<file path="src/rtl/nibble_serial_adder_pkg.sv">
// Shared constants and state encoding for the nibble-serial adder.
package nibble_serial_adder_pkg;

  localparam int NIB_W = 4;

  localparam logic [1:0] IDLE = 2'd0;
  localparam logic [1:0] RUN  = 2'd1;
  localparam logic [1:0] DONE = 2'd2;

  typedef enum logic [1:0] {
    S_IDLE = IDLE,
    S_RUN  = RUN,
    S_DONE = DONE
  } state_t;

endpackage

</file>
<file path="src/rtl/nibble_adder_slice.sv">
// Combinational 4-bit ripple-carry slice assembled from per-bit full adders.
module nibble_adder_slice
  import nibble_serial_adder_pkg::*;
(
  input  logic [NIB_W-1:0] a,
  input  logic [NIB_W-1:0] b,
  input  logic             cin,
  output logic [NIB_W-1:0] sum,
  output logic             cout
);

  logic [NIB_W:0] carry;

  assign carry[0] = cin;

  for (genvar i = 0; i < NIB_W; i++) begin : g_fa
    assign sum[i]       = a[i] ^ b[i] ^ carry[i];
    assign carry[i + 1] = (a[i] & b[i]) | (carry[i] & (a[i] ^ b[i]));
  end

  assign cout = carry[NIB_W];

endmodule

</file>
<file path="src/rtl/nibble_serial_adder.sv">
// WIDTH-bit adder that reuses one 4-bit slice over NIB cycles, LS nibble first,
// with valid/ready handshakes on operands and result.
module nibble_serial_adder
  import nibble_serial_adder_pkg::*;
#(
  parameter int WIDTH = 16
) (
  input  logic             clk,
  input  logic             rst,
  input  logic             in_valid,
  output logic             in_ready,
  input  logic [WIDTH-1:0] in_a,
  input  logic [WIDTH-1:0] in_b,
  input  logic             in_cin,
  output logic             out_valid,
  input  logic             out_ready,
  output logic [WIDTH-1:0] out_sum,
  output logic             out_cout,
  output logic             busy
);

  localparam int NIB   = WIDTH / NIB_W;
  localparam int CNT_W = (NIB > 1) ? $clog2(NIB) : 1;
  localparam logic [CNT_W-1:0] LAST_NIB = CNT_W'(NIB - 1);

  state_t           state;
  state_t           state_nxt;
  logic [WIDTH-1:0] a_sh;
  logic [WIDTH-1:0] b_sh;
  logic [WIDTH-1:0] sum_sh;
  logic             carry_reg;
  logic [CNT_W-1:0] nib_cnt;
  logic [NIB_W-1:0] slice_sum;
  logic             slice_cout;

  nibble_adder_slice u_slice (
    .a    (a_sh[NIB_W-1:0]),
    .b    (b_sh[NIB_W-1:0]),
    .cin  (carry_reg),
    .sum  (slice_sum),
    .cout (slice_cout)
  );

  always_ff @(posedge clk) begin
    if (rst) state <= S_IDLE;
    else     state <= state_nxt;
  end

  always_comb begin
    state_nxt = state;
    case (state)
      S_IDLE:  if (in_valid)            state_nxt = S_RUN;
      S_RUN:   if (nib_cnt == LAST_NIB) state_nxt = S_DONE;
      S_DONE:  if (out_ready)           state_nxt = S_IDLE;
      default:                          state_nxt = S_IDLE;
    endcase
  end

  // Handshake outputs come from state alone; rst masks in_ready so no
  // operand is offered while the block is being cleared.
  assign in_ready  = (state == S_IDLE) && !rst;
  assign out_valid = (state == S_DONE);
  assign busy      = (state == S_RUN) || (state == S_DONE);
  assign out_sum   = sum_sh;
  assign out_cout  = carry_reg;

  always_ff @(posedge clk) begin
    if (rst) begin
      sum_sh    <= '0;
      carry_reg <= 1'b0;
      nib_cnt   <= '0;
    end else begin
      case (state)
        S_IDLE: if (in_valid) begin
          carry_reg <= in_cin;
          nib_cnt   <= '0;
        end
        S_RUN: begin
          sum_sh    <= (sum_sh >> NIB_W) | (WIDTH'(slice_sum) << (WIDTH - NIB_W));
          carry_reg <= slice_cout;
          nib_cnt   <= nib_cnt + 1'b1;
        end
        default: ;
      endcase
    end
  end

  // Operand shifters carry data only and need no reset.
  always_ff @(posedge clk) begin
    if (state == S_IDLE && in_valid) begin
      a_sh <= in_a;
      b_sh <= in_b;
    end else if (state == S_RUN) begin
      a_sh <= a_sh >> NIB_W;
      b_sh <= b_sh >> NIB_W;
    end
  end

endmodule

</file>
<file path="config.mk">
export PLATFORM = sky130hd
export DESIGN_NAME = nibble_serial_adder
export DESIGN_NICKNAME = d
export VERILOG_FILES = /design/src/rtl/nibble_serial_adder_pkg.sv /design/src/rtl/nibble_adder_slice.sv /design/src/rtl/nibble_serial_adder.sv
export SDC_FILE = /design/constraint.sdc
export NUM_CORES = 1
export LEC_CHECK = 0
export CELL_PAD_IN_SITES_DETAIL_PLACEMENT = 1
export CELL_PAD_IN_SITES_GLOBAL_PLACEMENT = 2
export CORE_MARGIN = 2
export CORE_UTILIZATION = 30
export CTS_CLUSTER_DIAMETER = 200
export DETAILED_ROUTE_END_ITERATION = 8
export GPL_ROUTABILITY_DRIVEN = 1
export GPL_TIMING_DRIVEN = 0
export PLACE_DENSITY_LB_ADDON = 0.1
export SLEW_MARGIN = 20
export SYNTH_ARGS = -nofsm -noshare
export SYNTH_HDL_FRONTEND = slang
export SYNTH_SLANG_ARGS = --single-unit
</file>
<file path="constraint.sdc">
create_clock -name clk -period 4.77 [get_ports clk]
set_input_delay 0.954 -clock clk [delete_from_list [all_inputs] [get_ports clk]]
set_output_delay 0.954 -clock clk [all_outputs]
set_load 0.01 [all_outputs]
</file>
==> run_summary.xml <==
<?xml version="1.0" encoding="UTF-8"?>
<metrics>
  <group name="status">
    <metric name="run_status" unit="">finished clean</metric>
  </group>
  <group name="final_layout">
    <metric name="post_layout_nonfiller_instances" unit="">332</metric>
    <metric name="fill_cells" unit="">833</metric>
    <metric name="n_antenna_cell" unit="">0</metric>
    <metric name="syn_to_final_growth" unit="%">34.0</metric>
    <metric name="final_layout_size_suffix_gt1_share" unit="%">19.6</metric>
    <metric name="final_nets" unit="">274</metric>
  </group>
  <group name="clock_network">
    <metric name="cts-root-to-sink-buffers" unit="">2</metric>
    <metric name="cts_hold_bufs" unit="">0</metric>
    <metric name="cts_setup_buffers" unit="">0</metric>
    <metric name="clock_tree_from_tritoncts" unit="">done</metric>
    <metric name="tritoncts.num_buffers" unit="">5</metric>
    <metric name="cts_root_buf" unit="">clkbuf_8</metric>
    <metric name="cts_num_sinks" unit="">53</metric>
    <metric name="cts_max_level" unit="">2</metric>
    <metric name="clk_pin_slew_worst_paths" unit="ns">0.09</metric>
    <metric name="clkLatencyLatePin" unit="ns">0.30</metric>
    <metric name="cts-resized-gates" unit="">0</metric>
  </group>
  <group name="worst_setup_path">
    <metric name="worst_ep_required_time" unit="ns">3.82</metric>
    <metric name="worst-r2r-setup-slack" unit="ns">2.54</metric>
    <metric name="worstPathArrival" unit="ns">2.19</metric>
    <metric name="worstSetupPathType" unit="">input port to primary output</metric>
    <metric name="critical_path.endpoint_type" unit="">primary output</metric>
    <metric name="critPathMaxFanout" unit="">5</metric>
    <metric name="crit_path_start_kind" unit="">input port</metric>
  </group>
  <group name="route">
    <metric name="drt_first_pass_iters" unit="">3</metric>
    <metric name="ant_nets" unit="">0</metric>
    <metric name="remaining_drc_errors" unit="">0</metric>
    <metric name="via_count" unit="">1462</metric>
    <metric name="avgViaCountPerCell" unit="">4.40</metric>
    <metric name="detailedRoute.firstIterationViolations" unit="">21</metric>
    <metric name="postRouteWirelength" unit="um">4760</metric>
    <metric name="avgRoutedWirePerCell" unit="um">14.3</metric>
  </group>
  <group name="floorplanning">
    <metric name="coreArea" unit="sq um">7610</metric>
    <metric name="start_util" unit="%">30.4</metric>
    <metric name="dieArea" unit="sq um">8430</metric>
    <metric name="fp.dieW" unit="um">91.8</metric>
    <metric name="row_count" unit="">32</metric>
    <metric name="io_pins" unit="">57</metric>
    <metric name="die_h" unit="um">91.8</metric>
  </group>
  <group name="sta">
    <metric name="maxClockFrequency" unit="MHz">318</metric>
    <metric name="timing.final.max_slew_violations" unit="">0</metric>
    <metric name="rsz0062_at_grt" unit="">false</metric>
    <metric name="final-setup-viol-count" unit="">0</metric>
    <metric name="layout_worst_path_cycle_share" unit="%">66.0</metric>
    <metric name="worst_skew" unit="ns">0.00624</metric>
    <metric name="fin_crit" unit="ns">3.15</metric>
    <metric name="slew-limit-headroom" unit="%">49.3</metric>
    <metric name="max_slew.worst_pin.slew" unit="ns">0.757</metric>
    <metric name="timing.setup.tns" unit="ns">0</metric>
    <metric name="hold_viol_final" unit="">0</metric>
  </group>
  <group name="synthesis">
    <metric name="ys_seq_elements" unit="">53</metric>
    <metric name="post-synth-top-area-fraction" unit="%">41.6</metric>
    <metric name="post_synthesis_async_set_or_reset_flop_share" unit="%">0</metric>
    <metric name="mappedNetlistNets" unit="">211</metric>
    <metric name="yosysTopAreaCell" unit="">edfxtp_1</metric>
    <metric name="synth.yosys.seq_area_share" unit="%">59.7</metric>
    <metric name="synth_top_flop_cell" unit="">edfxtp_1</metric>
    <metric name="ys_top_cells_by_count" unit="">edfxtp_1, mux2_2, dfxtp_1, nor2_1, mux2i_1</metric>
    <metric name="postSynthCellCount" unit="">166</metric>
    <metric name="synth.area.top_cells" unit="">edfxtp_1, dfxtp_1, mux2_2, mux2i_1, fa_1</metric>
    <metric name="average_cell_area_after_synthesis" unit="sq um">13.9</metric>
    <metric name="synthesis.yosys.warnings" unit="">0</metric>
    <metric name="synth_edf_count" unit="">32</metric>
    <metric name="yosys.cell_count.top_type" unit="">edfxtp_1</metric>
    <metric name="netlist_area" unit="sq um">2310</metric>
    <metric name="netlist-cell-type-count" unit="">30</metric>
  </group>
  <group name="global_routing">
    <metric name="grt_antenna_before_repair" unit="">0</metric>
    <metric name="overflow_after_grt" unit="">0</metric>
    <metric name="first_global_vias" unit="">1633</metric>
    <metric name="gr-usage-all-layers" unit="%">12.1</metric>
    <metric name="grt_pass1_wl" unit="um">7900</metric>
    <metric name="grt_start_max_net_pins" unit="">33</metric>
  </group>
  <group name="pwr">
    <metric name="sw_frac_of_total" unit="%">31.7</metric>
    <metric name="leakagePower" unit="nW">1.16</metric>
    <metric name="pwr_density_cell" unit="nW/um^2">549</metric>
    <metric name="cell_internal_power_dissipation" unit="mW">1.16</metric>
    <metric name="combinationalPowerShare" unit="%">38.2</metric>
    <metric name="sequentialPowerShare" unit="%">46.2</metric>
    <metric name="p_total" unit="mW">1.70</metric>
    <metric name="power.share.clock" unit="%">15.6</metric>
    <metric name="switchingPower" unit="uW">539</metric>
    <metric name="vdd_ir_drop_max" unit="V">0.000154</metric>
  </group>
  <group name="placed_design">
    <metric name="detailedPlacementHpwl" unit="um">3520</metric>
    <metric name="dpl.cell_count" unit="">324</metric>
    <metric name="gp_congestion" unit="">0.723</metric>
    <metric name="io_buffer_count" unit="">56</metric>
  </group>
  <group name="flow_run">
    <metric name="maxCapViolCount" unit="">0</metric>
  </group>
  <group name="min_path">
    <metric name="path_category_of_the_worst_min_delay_check" unit="">register to register</metric>
  </group>
</metrics>
==> per-layer routing <==
metal  GRT usage (%)  vias to the layer above  share of wire [%]
met5               0                        -                  0
met4            4.85                        0                1.4
met3            2.22                        6                3.8
met2            21.9                       30                 54
met1            14.1                      710                 41
li1                -                      716                  -
==> layout by cell type (no fill, tap or decap), types with 4 or more instances in the layout <==
master / synthesis / final
mux2_2: 23 / 23
inv_1: 10 / 10
edfxtp_1: 32 / 32
clkbuf_8: 2 / 8
ha_1: 4 / 4
clkdlybuf4s50_1: 0 / 56
nor2_1: 18 / 18
fa_1: 4 / 4
dfxtp_1: 21 / 21
mux2i_1: 15 / 15
and3_1: 8 / 8
==> final timing paths <==
| check | startpoint | end | depth (start not counted) |
|---|---|---|---|
| worst min-delay path | nib_cnt[0] | nib_cnt[0] | 2 |
| worst max register to register | out_cout | out_cout | 9 |
| worst max-delay path | rst | in_ready | 3 |
| worst min register to register | nib_cnt[0] | nib_cnt[0] | 2 |
==> cell families after synthesis <==
logic type / count (synthesis) / share of synthesized area, %
simple gates: 39 / 9.04
compound gates: 8 / 2.81
mux: 39 / 18.3
buf+inv: 19 / 4.44
fa+ha+maj: 8 / 5.63
flops: 53 / 59.7
==> stage by stage <==
stage / hold slack [ns] / setup WS [ns] / util (%) / cell area (sq um)
2_1_floorplan: 0.444 / 2.34 / - / 2310
3_3_place_gp: 0.453 / 1.42 / 39.4 / 3000
3_5_place_dp: 0.484 / 1.60 / 39.5 / 3000
6_report: 0.492 / 1.62 / 40.7 / 3100
5_1_grt: 0.508 / 1.56 / 40.7 / 3100
4_1_cts: 0.498 / 1.59 / 40.7 / 3100
==> worst max-delay path, cell delays in order <==
cell and delay (ns):
clkdlybuf4s50_1 0.48, nor2b_1 0.20, clkdlybuf4s50_1 0.56
==> flip-flops by register name, indices dropped and copies added, names as in the netlist <==
name and cells:
a_sh 16, b_sh 16, out_sum 16, nib_cnt 2, state 2, out_cout 1
==> power by group through the flow <==
| stage | Clock, mW | Sequential, mW | Combinational, mW |
|---|---|---|---|
| finish | 0.265 | 0.787 | 0.651 |
| global route | 0.291 | 0.811 | 0.731 |
| CTS | 0.274 | 0.791 | 0.677 |
| detailed placement | 0 | 0.802 | 0.673 |
| global placement | 0 | 0.795 | 0.656 |
| floorplan | 0 | 0.790 | 0.439 |
==> final cells by class <==
cell class,instances,area [sq um],share of cell area (%)
buffer,9,65.1,2.10
clock buffer,6,82.6,2.66
clock inverter,2,13.8,0.444
inverter,10,37.5,1.21
multi-input combinational,94,831,26.8
sequential,53,1380,44.6
tap,102,128,4.12
timing repair buffer,56,561,18.1
No activity file was read; power rests on OpenSTA's default activity.
